$ cat config.mk
export PLATFORM = sky130hd
export DESIGN_NAME = demux16pra32bits_reg
export DESIGN_NICKNAME = d
export VERILOG_FILES = /design/src/rtl/demux_pkg.sv /design/src/rtl/decod4pra16.sv /design/src/rtl/demux16pra32bits_reg.sv
export SDC_FILE = /design/constraint.sdc
export NUM_CORES = 1
export LEC_CHECK = 0
export CAP_MARGIN = 0
export CELL_PAD_IN_SITES_DETAIL_PLACEMENT = 0
export CELL_PAD_IN_SITES_GLOBAL_PLACEMENT = 1
export CORE_MARGIN = 10
export CORE_UTILIZATION = 36
export CTS_CLUSTER_DIAMETER = 30
export DETAILED_ROUTE_END_ITERATION = 10
export GPL_ROUTABILITY_DRIVEN = 0
export GPL_TIMING_DRIVEN = 0
export HOLD_SLACK_MARGIN = 0.03
export PLACE_DENSITY_LB_ADDON = 0.1
export SLEW_MARGIN = 20
export SYNTH_ARGS = -nofsm -noshare
export SYNTH_HDL_FRONTEND = slang
export SYNTH_SLANG_ARGS = --single-unit
$ cat constraint.sdc
create_clock -name clk -period 2.5 [get_ports clk]
set_input_delay 0.5 -clock clk [delete_from_list [all_inputs] [get_ports clk]]
set_output_delay 0.5 -clock clk [all_outputs]
set_load 0.02 [all_outputs]
$ cat src/rtl/demux_pkg.sv
// Shared types and helpers for the registered 1-to-16 32-bit demux.
package demux_pkg;

  localparam int SEL_W = 4;
  localparam int N_OUT = 16;

  typedef enum logic {
    IDLE,
    CLEAR
  } state_e;

  function automatic logic [N_OUT-1:0] onehot16(
    input logic [SEL_W-1:0] idx
  );
    logic [N_OUT-1:0] v;
    v      = '0;
    v[idx] = 1'b1;
    return v;
  endfunction

endpackage

$ cat src/rtl/decod4pra16.sv
// Combinational 4-to-16 one-hot decoder producing per-entry write enables.
module decod4pra16
  import demux_pkg::*;
(
  input  logic             en_i,
  input  logic [SEL_W-1:0] sel_i,
  output logic [N_OUT-1:0] we_o
);

  assign we_o = en_i ? onehot16(sel_i) : '0;

endmodule

$ cat src/rtl/demux16pra32bits_reg.sv
// Registered 1-to-16 demux with valid flags and sequenced clear-all.
// Optional DEMUX_ZERO_LOCK_EN hardwires entry 0 to zero / always valid.
module demux16pra32bits_reg
  import demux_pkg::*;
#(
  parameter int DATA_W = 32
) (
  input  logic              clk,
  input  logic              reset,
  input  logic              in_valid,
  output logic              in_ready,
  input  logic [SEL_W-1:0]  controlador,
  input  logic [DATA_W-1:0] data_in,
  input  logic              clear_req,
  output logic              busy,
  output logic              clear_done,
  output logic [DATA_W-1:0] output0,
  output logic [DATA_W-1:0] output1,
  output logic [DATA_W-1:0] output2,
  output logic [DATA_W-1:0] output3,
  output logic [DATA_W-1:0] output4,
  output logic [DATA_W-1:0] output5,
  output logic [DATA_W-1:0] output6,
  output logic [DATA_W-1:0] output7,
  output logic [DATA_W-1:0] output8,
  output logic [DATA_W-1:0] output9,
  output logic [DATA_W-1:0] output10,
  output logic [DATA_W-1:0] output11,
  output logic [DATA_W-1:0] output12,
  output logic [DATA_W-1:0] output13,
  output logic [DATA_W-1:0] output14,
  output logic [DATA_W-1:0] output15,
  output logic [N_OUT-1:0]  strobe,
  output logic [N_OUT-1:0]  valid_mask
);

  state_e                        state_q, state_d;
  logic [SEL_W-1:0]              cnt_q, cnt_d;
  logic [N_OUT-1:0][DATA_W-1:0]  data_q, data_d;
  logic [N_OUT-1:0]              vmask_q, vmask_d;
  logic [N_OUT-1:0]              strobe_q, strobe_d;
  logic                          done_q, done_d;
  logic                          wr_acc;
  logic                          wr_en;
  logic [N_OUT-1:0]              we;

  assign in_ready = (state_q == IDLE) && !clear_req;
  assign wr_acc   = in_valid && in_ready;

`ifdef DEMUX_ZERO_LOCK_EN
  // Writes to entry 0 are accepted but leave no trace.
  assign wr_en    = wr_acc && (controlador != '0);
`else
  assign wr_en    = wr_acc;
`endif

  decod4pra16 u_dec (
    .en_i  (wr_en),
    .sel_i (controlador),
    .we_o  (we)
  );

  always_comb begin
    state_d  = state_q;
    cnt_d    = cnt_q;
    data_d   = data_q;
    vmask_d  = vmask_q;
    strobe_d = we;
    done_d   = 1'b0;
    unique case (state_q)
      IDLE: begin
        if (clear_req) begin
          state_d = CLEAR;
          cnt_d   = '0;
        end
        for (int i = 0; i < N_OUT; i++) begin
          if (we[i]) begin
            data_d[i]  = data_in;
            vmask_d[i] = 1'b1;
          end
        end
      end
      CLEAR: begin
        data_d[cnt_q]  = '0;
        vmask_d[cnt_q] = 1'b0;
        cnt_d          = cnt_q + 4'd1;
        if (cnt_q == 4'd15) begin
          state_d = IDLE;
          done_d  = 1'b1;
        end
      end
      default: state_d = IDLE;
    endcase
  end

  always_ff @(posedge clk) begin
    if (reset) begin
      state_q  <= IDLE;
      cnt_q    <= '0;
      data_q   <= '0;
      vmask_q  <= '0;
      strobe_q <= '0;
      done_q   <= 1'b0;
    end else begin
      state_q  <= state_d;
      cnt_q    <= cnt_d;
      data_q   <= data_d;
      vmask_q  <= vmask_d;
      strobe_q <= strobe_d;
      done_q   <= done_d;
    end
  end

  assign busy       = (state_q == CLEAR);
  assign clear_done = done_q;
  assign strobe     = strobe_q;

`ifdef DEMUX_ZERO_LOCK_EN
  assign valid_mask = vmask_q | 16'h0001;
`else
  assign valid_mask = vmask_q;
`endif

  assign output0  = data_q[0];
  assign output1  = data_q[1];
  assign output2  = data_q[2];
  assign output3  = data_q[3];
  assign output4  = data_q[4];
  assign output5  = data_q[5];
  assign output6  = data_q[6];
  assign output7  = data_q[7];
  assign output8  = data_q[8];
  assign output9  = data_q[9];
  assign output10 = data_q[10];
  assign output11 = data_q[11];
  assign output12 = data_q[12];
  assign output13 = data_q[13];
  assign output14 = data_q[14];
  assign output15 = data_q[15];

endmodule
# [Yosys cells after proc, flatten, opt, wreduce, memory -nomap -nowiden]
# Cells that the tools add are included.
# W data, S select, Z words.
[op_classes] add_sub_neg=1 n_lt_le_gt_ge=4 eq_ne=18 muxes=47 bitwise_logic=5 reduce_logical=6
[op_table] cell="$pmux W512 S2" count=1
[op_table] cell="$mux W32" count=17
[op_table] cell="$and A512 B512 Y512" count=1
[op_table] cell="$not A512 Y512" count=1
[op_table] cell="$demux W32 S4" count=1
[op_table] cell="$ne A2 B2 Y1 const B" count=17
[op_table] cell="$pmux W16 S2" count=1
[op_table] cell="$mux W1" count=21
[op_table] cell="$and A16 B16 Y16" count=1
[op_table] cell="$mux W16" count=1
[op_table] cell="$not A16 Y16" count=1
[op_table] cell="$lt A4 B5 Y1 const B" count=2
[op_table] cell="$demux W1 S4" count=2
[op_table] cell="$ge A4 B1 Y1 const B" count=2
[op_table] cell="$pmux W4 S2" count=1
[op_table] cell="$add A4 B1 Y4 const B" count=1
[op_table] cell="$eq A4 B4 Y1 const B" count=1
[op_table] cell="$logic_and A1 B1 Y1" count=4
[op_table] cell="$mux W4" count=1
[op_table] cell="$pmux W1 S2" count=1
[op_table] cell="$reduce_or A2 Y1" count=1
[op_table] cell="$logic_not A1 Y1" count=1
[op_table] cell="$not A1 Y1" count=1
[word_totals] reg_bits=550 in_bits=40 output_inout_bits=547 wordCells=117

# [Longest topological paths before layout]
[depth] word_depth=7 ltp_mapped=7 mapped_depth_nobuf=5

# [Cells and area by module]
# A second synthesis with hierarchy kept.
[hier_totals] cells_unflattened=1442 hier_area_um2=17847.1
[by_module_without_submodules] module="demux16pra32bits_reg" instances=1 cells_per_inst=1419 area_per_inst_um2=17729.5 seq_area_each_um2=11010.6
[by_module_without_submodules] module="decod4pra16" instances=1 cells_per_inst=23 area_per_inst_um2=117.6 seq_area_each_um2=0.0

# [Worst setup path after synthesis]
# Ideal clock, no wire load.
[synth_timing] path_type="input -> register" start="input controlador[3]" end="register data_q, in the netlist output7[10]" setup_ps=116 arrival_time_ps=1830 required_time_ps=2384 setup_slack_ps=554 stages=6 n_path_buf=3 path_cell_list="or3b_4 -> buf_6 -> or2_2 -> buf_2 -> buf_4 -> a31o_2"
[synth_between] elab_chain_cells=6 elab_cells_between_ends=7 cone_classes="order compare: 2; eq/ne: 1; mux: 3; reduce/logical: 1"
[synth_rtl] element="start, declared" line_no="demux16pra32bits_reg.sv:12" rtl="input logic [SEL_W-1:0] controlador,"
[synth_rtl] element="$lt A4 B5 Y1 (implied by the code) / $ge A4 B1 Y1 (equally long branches)" line_no="demux_pkg.sv:17" rtl="v[idx] = 1'b1;"
[synth_rtl] element="$logic_and A1 B1 Y1 (implied by the code)" line_no="demux_pkg.sv:17"
[synth_rtl] element="$mux W1 (implied by the code)" line_no="demux_pkg.sv:17"
[synth_rtl] element="$demux W1 S4 (*)"
[synth_rtl] element="$mux W16 (*)" line_no="decod4pra16.sv:10" rtl="assign we_o = en_i ? onehot16(sel_i) : '0;"
[synth_rtl] element="$ne A2 B2 Y1 (no line) (*)"
[synth_rtl] element="end signal, assigned" line_no="demux16pra32bits_reg.sv:107" rtl="data_q <= data_d;"
[synth_rtl] element="end, declared" line_no="demux16pra32bits_reg.sv:39" rtl="logic [N_OUT-1:0][DATA_W-1:0] data_q, data_d;"
# Mark *: on every way between the ends. The rest lies on a longest branch, timed or not.
# A chain may end at the register's enable or synchronous reset.

==> impl_metrics.toml <==
[status]
status = "completed"

[synth]
synth_most_common_cell = "dfxtp_1"
yosysWarningCount = 0
syn_area_um2 = 20540
yosysTopAreaCell = "dfxtp_1"
synth_top_area_share_pct = 53.59
ys.flop_type = "dfxtp_1"
synth_common_cells = "550 x dfxtp_1, 269 x nor3_1, 218 x a31o_2"
synthTopCellsByArea = "dfxtp_1 54%, a31o_2 9.3%, nor3_1 6.6%"
synthCells = 2025
ys_ff_latch = 550
syn_nets = 2069
async_flop_share_pct = 0
avgSynthCellArea_um2 = 10.15
synth.distinct_cells = 47
ys_seq_area_share_pct = 53.59
synth_edf_count = 0

[floorplanning]
ios = 587
row_count = 87
start_util_pct = 36.37
die_area_um2 = 67020
core_um2 = 56500
die_width_um = 258.9
die_h_um = 258.9

[cts]
hold_buffers = 0
numCtsBuffers = 134
cts_tree = "built"
cts_root_buf = "clkbuf_16"
clock_sinks = 550
insertion_delay_ns = 0.69
clockBufferDepth = 3
clk_pin_slew_ns = 0.04
h-tree-depth = 4

[global_routing]
grt_first_pass_wirelength_mm = 142.7
gr-total-overflow = 0
antenna_found_initial = 1
grt_use_total_pct = 28.97
grt_max_degree = 17
grt_pass1_vias = 20200

[setup_path]
reg2reg_to = "output4[24]"
r2r_cells = 6
required_ns = 3.08
startpoint_type = "input port"
crit_fanout = 10
end_kind = "register"
crit_family = "buffers and inverters"
rr_startpoint = "busy"
crit_chain = "clkdlybuf4s50_1 -> clkbuf_1 -> or3b_2 -> clkbuf_1 -> clkbuf_2 -> nor3_1 -> a31o_2"
path_class = "in2reg"
max_stage_delay_ns = 0.78
cpMostUsedCell = "clkbuf_1"
critPathArrivalTime_ns = 3.07
reg2reg_slack_ns = 0.15
crit_buf_inv = 4
slowest_stage = "clkdlybuf4s50_1"

[pwr]
powerDensity_nw_per_um2 = 874.5
vdd_drop_max_uv = 921.9
p_leak_uw = 0.01206

[timing]
setup_viol = 0
tightest_slew_ns = 1.015
rsz0062_at_grt = "no"
max_slew_margin_pct = 31.46
clock_skew_ns = 0.02535
finalWorstSetupSlack_ns = 0.006568
slew_violations = 0
fin_crit_sh_pct = 99.74
finalHoldViolations = 0
final.min_clock_period_ns = 2.493
timing.fmax_mhz = 401.1

[route]
drt_iter0_markers = 1284
antenna_left = 0
vias_per_cell = 5.523
num_vias = 19880
routed_wl_mm = 101.2
drc = 0
dr.pass1.iters = 6
wire_per_inst_um = 28.12

[layout]
final_cells = 3599
nets = 2781
syn2layout_area_growth_pct = 56.85
n_antenna_cell = 0
drive_gt1_share_pct = 21.25
final_design_area_no_fill_um2 = 32220
fill_cells = 4878

[placement]
pre_cts_ws_ns = -1.099
dp_hpwl_mm = 73.58
port_buffers = 586
dpl.cell_count = 3367
post_dp_cell_area_um2 = 27370

[worst_hold_path]
min_path_cells = 2
min-delay-start = "valid_mask[11]"
worstHoldPathType = "reg2reg"
holdPathEnd = "valid_mask[11]"

[run]
maxCapViolations = 0
## how the worst max path moves through the flow
stage                       end            from  cells after the start  slack, ns
finish              output4[13]           reset                      7      0.007
global route        output4[13]           reset                      7       0.01
CTS                    in_ready            busy                      6      -0.14
detailed placement  output5[12]           reset                      7      -1.10
global placement    output4[12]           reset                      7      -1.06
floorplan           output7[10]  controlador[3]                      6       0.55
## logic make-up (layout without fill, tap and decap cells)
logic type	Yosys count	in the layout	synth area share (%)
multiplexers	129	129	6.285
AO/OA/AOI/OAI	547	547	20.05
buffers and inverters	309	1127	6.930
AND/OR/NAND/NOR	486	486	12.89
flip-flops	550	550	53.59
adder cells (fa/ha/maj)	4	4	0.2436
## placed cells by master, fill, tap and decap left out, drive strengths merged, types with 2 or more instances in the layout
cell / n
a41oi: 7
or4: 4
or4b: 2
clkdlybuf4s50: 585
nor2: 9
dfxtp: 550
o211ai: 128
clkinvlp: 3
a21boi: 11
nand4b: 3
nand3: 129
nand2b: 2
bufinv: 17
mux2i: 129
or2: 12
buf: 114
clkinv: 20
o31a: 4
clkbuf: 360
or3b: 35
nand4bb: 3
a31o: 256
or3: 3
nor3: 269
o21ai: 129
a21oi: 8
inv: 27
ha: 4
nand2: 9
a31oi: 2
## metrics by stage
step,hold slack (ns),util (%),setup TNS (ns),total power [uW]
5_1_grt,0.4741,57.04,0,28830
4_1_cts,0.4489,56.96,-0.1368,28270
6_report,0.4481,57.04,0,28180
3_3_place_gp,0.4433,48.42,-368.76,10160
2_1_floorplan,0.5186,-,0,9585
3_5_place_dp,0.4424,48.45,-350.64,10170
## per-layer routing
metal / share of wire (%) / track usage (%) / vias to the layer above
li1: - / - / 8962
met1: 38 / 32.01 / 9865
met2: 49 / 49.37 / 862
met3: 9.6 / 10.63 / 190
met4: 3.9 / 12.38 / 0
met5: 0 / 0 / -
## repair_timing
| item | 4_1_cts | 5_1_grt |
|---|---|---|
| gates resized for setup | 38 | 33 |
| pin swaps | 1 | 1 |
| endpoints found under the setup margin | 289 | 124 |
| buffers inserted | 2 | 2 |
## final cells by class
| type | count | area, um2 | share of cell area, % |
|---|---|---|---|
| Sequential cell | 550 | 11010 | 34.18 |
| Multi-Input combinational cell | 1166 | 8168 | 25.35 |
| Timing Repair Buffer | 590 | 5897 | 18.30 |
| Clock buffer | 194 | 4016 | 12.46 |
| Buffer | 276 | 1375 | 4.267 |
| Tap cell | 756 | 945.9 | 2.935 |
| Clock inverter | 48 | 737.0 | 2.287 |
| Inverter | 19 | 71.32 | 0.2213 |
## power by group
part           switching (uW)  internal, uW  total, uW
sequential               30.9          8840       8870
clock                    5350         12800      18100
combinational             868           302       1170
## worst reg2reg max path, stage by stage (launching register included)
cell      delay, ns
dfxtp_4        0.40
clkbuf_2       0.32
or3b_2         0.18
clkbuf_1       0.59
buf_2          0.43
nor3_1         0.10
a31o_2         0.23
(Power assumes the default switching activity.)
